<file path="src/rtl/gpr_pkg.sv">
// rtl/gpr_pkg.sv - shared encodings for the general-purpose register file
package gpr_pkg;

    localparam logic [2:0] GPR_NOP  = 3'd0;
    localparam logic [2:0] GPR_LOAD = 3'd1;
    localparam logic [2:0] GPR_INC  = 3'd2;
    localparam logic [2:0] GPR_DEC  = 3'd3;
    localparam logic [2:0] GPR_MOV  = 3'd4;
    localparam logic [2:0] GPR_SWAP = 3'd5;
    localparam logic [2:0] GPR_CLR  = 3'd6;
    localparam logic [2:0] GPR_TEST = 3'd7;

    localparam int FLG_Z = 0;
    localparam int FLG_S = 1;
    localparam int FLG_C = 2;

    typedef enum logic {
        IDLE  = 1'b0,
        SWAP2 = 1'b1
    } gpr_state_t;

    function automatic logic [2:0] make_flags(input logic carry, input logic sign, input logic zero);
        logic [2:0] f;
        f        = 3'b000;
        f[FLG_C] = carry;
        f[FLG_S] = sign;
        f[FLG_Z] = zero;
        return f;
    endfunction

endpackage

</file>
<file path="src/rtl/gpr_incdec.sv">
// rtl/gpr_incdec.sv - combinational +/-1 with carry/borrow out
module gpr_incdec #(
    parameter int WIDTH = 8
) (
    input  logic [WIDTH-1:0] a,
    input  logic             dec,
    output logic [WIDTH-1:0] y,
    output logic             cout
);

    localparam logic [WIDTH:0] ONE = {{WIDTH{1'b0}}, 1'b1};

    logic [WIDTH:0] ext;

    // The extra top bit is the wrap indicator for both directions.
    assign ext     = dec ? ({1'b0, a} - ONE) : ({1'b0, a} + ONE);
    assign y       = ext[WIDTH-1:0];
    assign cout    = ext[WIDTH];

endmodule

</file>
<file path="src/rtl/gpr_file.sv">
// rtl/gpr_file.sv - indexed register file with load/inc/dec/mov/swap/clr/test and one read port
module gpr_file
    import gpr_pkg::*;
#(
    parameter int WIDTH = 8,
    parameter int NREGS = 4,
    parameter int AW    = $clog2(NREGS)
) (
    input  logic             clk,
    input  logic             rst,
    input  logic [2:0]       op,
    input  logic [AW-1:0]    dst,
    input  logic [AW-1:0]    src,
    input  logic [WIDTH-1:0] bus,
    input  logic             en,
    input  logic [AW-1:0]    rsel,
    output logic [WIDTH-1:0] out,
    output logic [2:0]       flags_out,
    output logic             busy
);

    localparam logic [AW:0] NREGS_L = (AW+1)'(NREGS);

    logic [WIDTH-1:0] regs [NREGS];
    logic [WIDTH-1:0] tmp;
    logic [AW-1:0]    dst_q;
    gpr_state_t       state;

    logic             dst_ok, src_ok, rsel_ok;
    logic [WIDTH-1:0] dst_val, src_val;
    logic [WIDTH-1:0] id_y;
    logic             id_c;

    assign dst_ok  = {1'b0, dst}  < NREGS_L;
    assign src_ok  = {1'b0, src}  < NREGS_L;
    assign rsel_ok = {1'b0, rsel} < NREGS_L;

    assign dst_val = dst_ok ? regs[dst] : '0;
    assign src_val = src_ok ? regs[src] : '0;

    gpr_incdec #(.WIDTH(WIDTH)) u_incdec (
        .a    (dst_val),
        .dec  (op == GPR_DEC),
        .y    (id_y),
        .cout (id_c)
    );

    assign out  = (en && rsel_ok) ? regs[rsel] : '0;
    assign busy = (state == SWAP2);

    always_ff @(posedge clk) begin
        if (rst) begin
            for (int i = 0; i < NREGS; i++) regs[i] <= '0;
            tmp       <= '0;
            dst_q     <= '0;
            state     <= IDLE;
            flags_out <= 3'b000;
        end else if (state == SWAP2) begin
            // Second half of the swap; op is ignored this cycle.
            regs[dst_q] <= tmp;
            state       <= IDLE;
        end else begin
            case (op)
                GPR_LOAD: if (dst_ok) begin
                    regs[dst] <= bus;
                    flags_out <= make_flags(1'b0, bus[WIDTH-1], bus == '0);
                end
                GPR_INC, GPR_DEC: if (dst_ok) begin
                    regs[dst] <= id_y;
                    flags_out <= make_flags(id_c, id_y[WIDTH-1], id_y == '0);
                end
                GPR_MOV: if (dst_ok && src_ok) begin
                    regs[dst] <= src_val;
                end
                GPR_SWAP: if (dst_ok && src_ok) begin
                    tmp       <= src_val;
                    regs[src] <= dst_val;
                    dst_q     <= dst;
                    state     <= SWAP2;
                end
                GPR_CLR: if (dst_ok) begin
                    regs[dst] <= '0;
                    flags_out <= make_flags(1'b0, 1'b0, 1'b1);
                end
                GPR_TEST: if (src_ok) begin
                    flags_out <= make_flags(1'b0, src_val[WIDTH-1], src_val == '0);
                end
                default: ;
            endcase
        end
    end

endmodule

</file>
<file path="config.mk">
export PLATFORM = sky130hd
export DESIGN_NAME = gpr_file
export DESIGN_NICKNAME = d
export VERILOG_FILES = /design/src/rtl/gpr_pkg.sv /design/src/rtl/gpr_incdec.sv /design/src/rtl/gpr_file.sv
export SDC_FILE = /design/constraint.sdc
export NUM_CORES = 1
export LEC_CHECK = 0
export BUFFER_PORTS_ARGS = -buffer_cell sky130_fd_sc_hd__buf_2
export CORE_AREA = 4 4 68 101
export CTS_BUF_LIST = sky130_fd_sc_hd__clkbuf_4
export DETAILED_ROUTE_END_ITERATION = 16
export DIE_AREA = 0 0 72 105
export PLACE_DENSITY = 0.75
export SLEW_MARGIN = 20
export SYNTH_ARGS = -nofsm -noshare
export SYNTH_HDL_FRONTEND = slang
export SYNTH_SLANG_ARGS = --single-unit
</file>
<file path="constraint.sdc">
create_clock -name clk -period 3.2 [get_ports clk]
set_clock_uncertainty 0.1 [all_clocks]
set_input_delay 0.48 -clock clk [delete_from_list [all_inputs] [get_ports clk]]
set_output_delay 0.48 -clock clk [all_outputs]
set_load 0.02 [all_outputs]
</file>
==> results.sh <==
export IMPL_status="finished clean"
export IMPL_hold_viol=0
export IMPL_fp_coreArea_um2=6040
export IMPL_synthFlopType="edfxtp_1"
export IMPL_num_nets_final=390
export IMPL_layout_common_cells="nor2_1 (39), buf_4 (32), edfxtp_1 (32), buf_2 (31), nand2_1 (30)"
export IMPL_crit_required_ps=3220
export IMPL_tightest_slew_ps=438
export IMPL_die_y_um=105
export IMPL_htreeDepth=2
export IMPL_total_power_mw=1.49
export IMPL_wl_per_cell_um=19.9
export IMPL_area_growth_pct=15.5
export IMPL_max_clock_freq_mhz=337
export IMPL_dieArea_um2=7560
export IMPL_synthArstFlopShare_pct=0
export IMPL_syn_avg_cell_area_um2=10.2
export IMPL_cp_start_kind="flop"
export IMPL_cts_path_max_buffers=2
export IMPL_synth_warnings=0
export IMPL_slowest_stage="mux4_2"
export IMPL_cts_root_buffer="clkbuf_4"
export IMPL_r2r_slack_ps=230
export IMPL_fin_crit_ps=2970
export IMPL_setup_viol=0
export IMPL_criticalPathCategory="reg2reg"
export IMPL_max_stage_delay_ps=550
export IMPL_antenna_found_initial=0
export IMPL_yosysUniqueCellTypes=56
export IMPL_ios=32
export IMPL_die_x_um=72
export IMPL_grt_pass1_wl_um=14200
export IMPL_power_density_nw_per_um2=405
export IMPL_finalMaxSlewViolations=0
export IMPL_gp_congestion=0.929
export IMPL_arrival_ps=2990
export IMPL_cts_setup_buffers=0
export IMPL_finalSetupTns_ps=0
export IMPL_grt_pass1_vias=2850
export IMPL_post_route_util_pct=60.8
export IMPL_crit_top_cell="nor2_1"
export IMPL_numClockSinks=46
export IMPL_clkLatencyLatePin_ps=360
export IMPL_ir_worst_vdd_v=0.000317
export IMPL_syn_area_um2=3180
export IMPL_dp_hpwl_um=7030
export IMPL_detail_route_antenna_nets=0
export IMPL_crit_fanout=4
export IMPL_yosysSeqAreaShare_pct=39.0
export IMPL_std_cell_rows=35
export IMPL_netlist_instances=311
export IMPL_period_share_pct=92.7
export IMPL_cts_buffers_inserted=5
export IMPL_drive_above_1_share_pct=28.8
export IMPL_grt_usage_pct=24.5
export IMPL_start_util_pct=52.6
export IMPL_synth_edf_count=32
export IMPL_slew_headroom_pct=70.5
export IMPL_holdBufCountCts=0
export IMPL_first_iter_violations=222
export IMPL_grt_max_degree=17
export IMPL_drc=0
export IMPL_io_buffers=31
export IMPL_cts_resized=0
export IMPL_drt_total_wl_um=8720
export IMPL_via_per_inst=6.20
export IMPL_ys_ff_latch=46
export IMPL_drtPass1Iterations=4
export IMPL_clk_pin_slew_ps=140
export IMPL_vias=2717
export IMPL_final_common_cell="nor2_1"
export IMPL_maxCapViolCount=0
export IMPL_hp_class="in2reg"
export IMPL_path_cells="mux4_2 > fa_1 > nor3_1 > nor2_1 > o21ai_1 > xor2_1 > a211oi_1 > o31ai_2 > nor2_1"
export IMPL_cts_tree="done"
export IMPL_synth_nets=338
export IMPL_n_antenna_cell=0
export IMPL_end_kind="flop"
export IMPL_rsz0062_at_grt="no"
export IMPL_p_leak_nw=1.47
export IMPL_overflow=0
-- where the power goes --
| group | switching [mW] | internal [mW] |
|---|---|---|
| registers | 0.0299 | 0.683 |
| logic | 0.228 | 0.189 |
| clock network | 0.187 | 0.173 |
-- sequential cells by signal, summed over array words and instances (netlist names) --
register,cells
regs,32
tmp,8
dst_q,2
busy,1
flags_out,3
-- layout make-up --
cell class	instances	area, µm²
fillers	517	2370
multi-input cells	232	1810
flip-flops and latches	46	1240
repair buffers	63	395
well taps	74	92.6
inverters	15	56.3
clock buffers	6	45.0
clock inverters	2	37.5
-- synth_stat cells (all sizes together) (2+ instances only) --
library cell | count | area (µm²)
a211oi | 4 | 30.0
o21ai | 11 | 55.1
nand3 | 4 | 20.0
ha | 6 | 75.1
dfxtp | 14 | 280
nand2b | 6 | 37.5
a221oi | 4 | 35.0
o22ai | 4 | 25.0
nor3b | 2 | 15.0
nand3b | 3 | 22.5
nand2 | 30 | 113
a21oi | 24 | 120
buf | 5 | 31.3
and2 | 13 | 83.8
or3 | 3 | 18.8
o211ai | 4 | 35.0
nor2b | 2 | 12.5
clkbuf | 13 | 48.8
xnor2 | 5 | 58.8
or2 | 3 | 18.8
nor3 | 7 | 40.0
xor2 | 4 | 35.0
nor4 | 3 | 18.8
mux4 | 24 | 541
nand4 | 2 | 12.5
edfxtp | 32 | 961
inv | 15 | 56.3
o31ai | 4 | 40.0
nor2 | 39 | 146
a41o | 2 | 20.0
o221ai | 2 | 17.5
a41oi | 2 | 17.5
-- path summary, 6_finish.rpt --
check | from | end | cells after the start
max reg2reg | regs[3][1] | regs[1][4] | 9
max | regs[3][1] | regs[1][4] | 9
min reg2reg | tmp[3] | tmp[3] | 2
min | rst | tmp[5] | 2
-- stage by stage --
step	worst slack [ps]	hold slack, ps	cells	area (µm²)
finish	233	316	438	3670
global route	68.6	301	438	3670
CTS	159	299	438	3670
detailed placement	-147	351	430	3590
global placement	-156	338	430	3590
floorplan	57.6	331	311	3180
-- layer usage --
metal,vias to the layer above,global-route usage [%],part of all wire (%)
li1,1276,-,-
met1,1315,26.1,37
met2,104,45.9,56
met3,22,2.79,3.6
met4,0,12.1,3.1
met5,-,0,0
-- logic make-up after synthesis --
family	count (synthesis)	synth area share, %
buffers and inverters	33	4.29
AO/OA/AOI/OAI	72	15.4
multiplexers	25	17.3
adder cells (fa/ha/maj)	7	2.99
flip-flops	46	39.0
AND/OR/NAND/NOR	119	18.1
XOR/XNOR	9	2.95
-- worst max-delay path, delay by kind of cell (launching register included) --
kind	cells	cell delay, ps
xor gates and xnor gates	1	230
adders and majority gates	1	460
DFF	1	440
and+or+nand+nor	3	330
AOI/OAI and AO/OA	3	620
muxes	1	550
No activity file was read; power rests on OpenSTA's default activity.
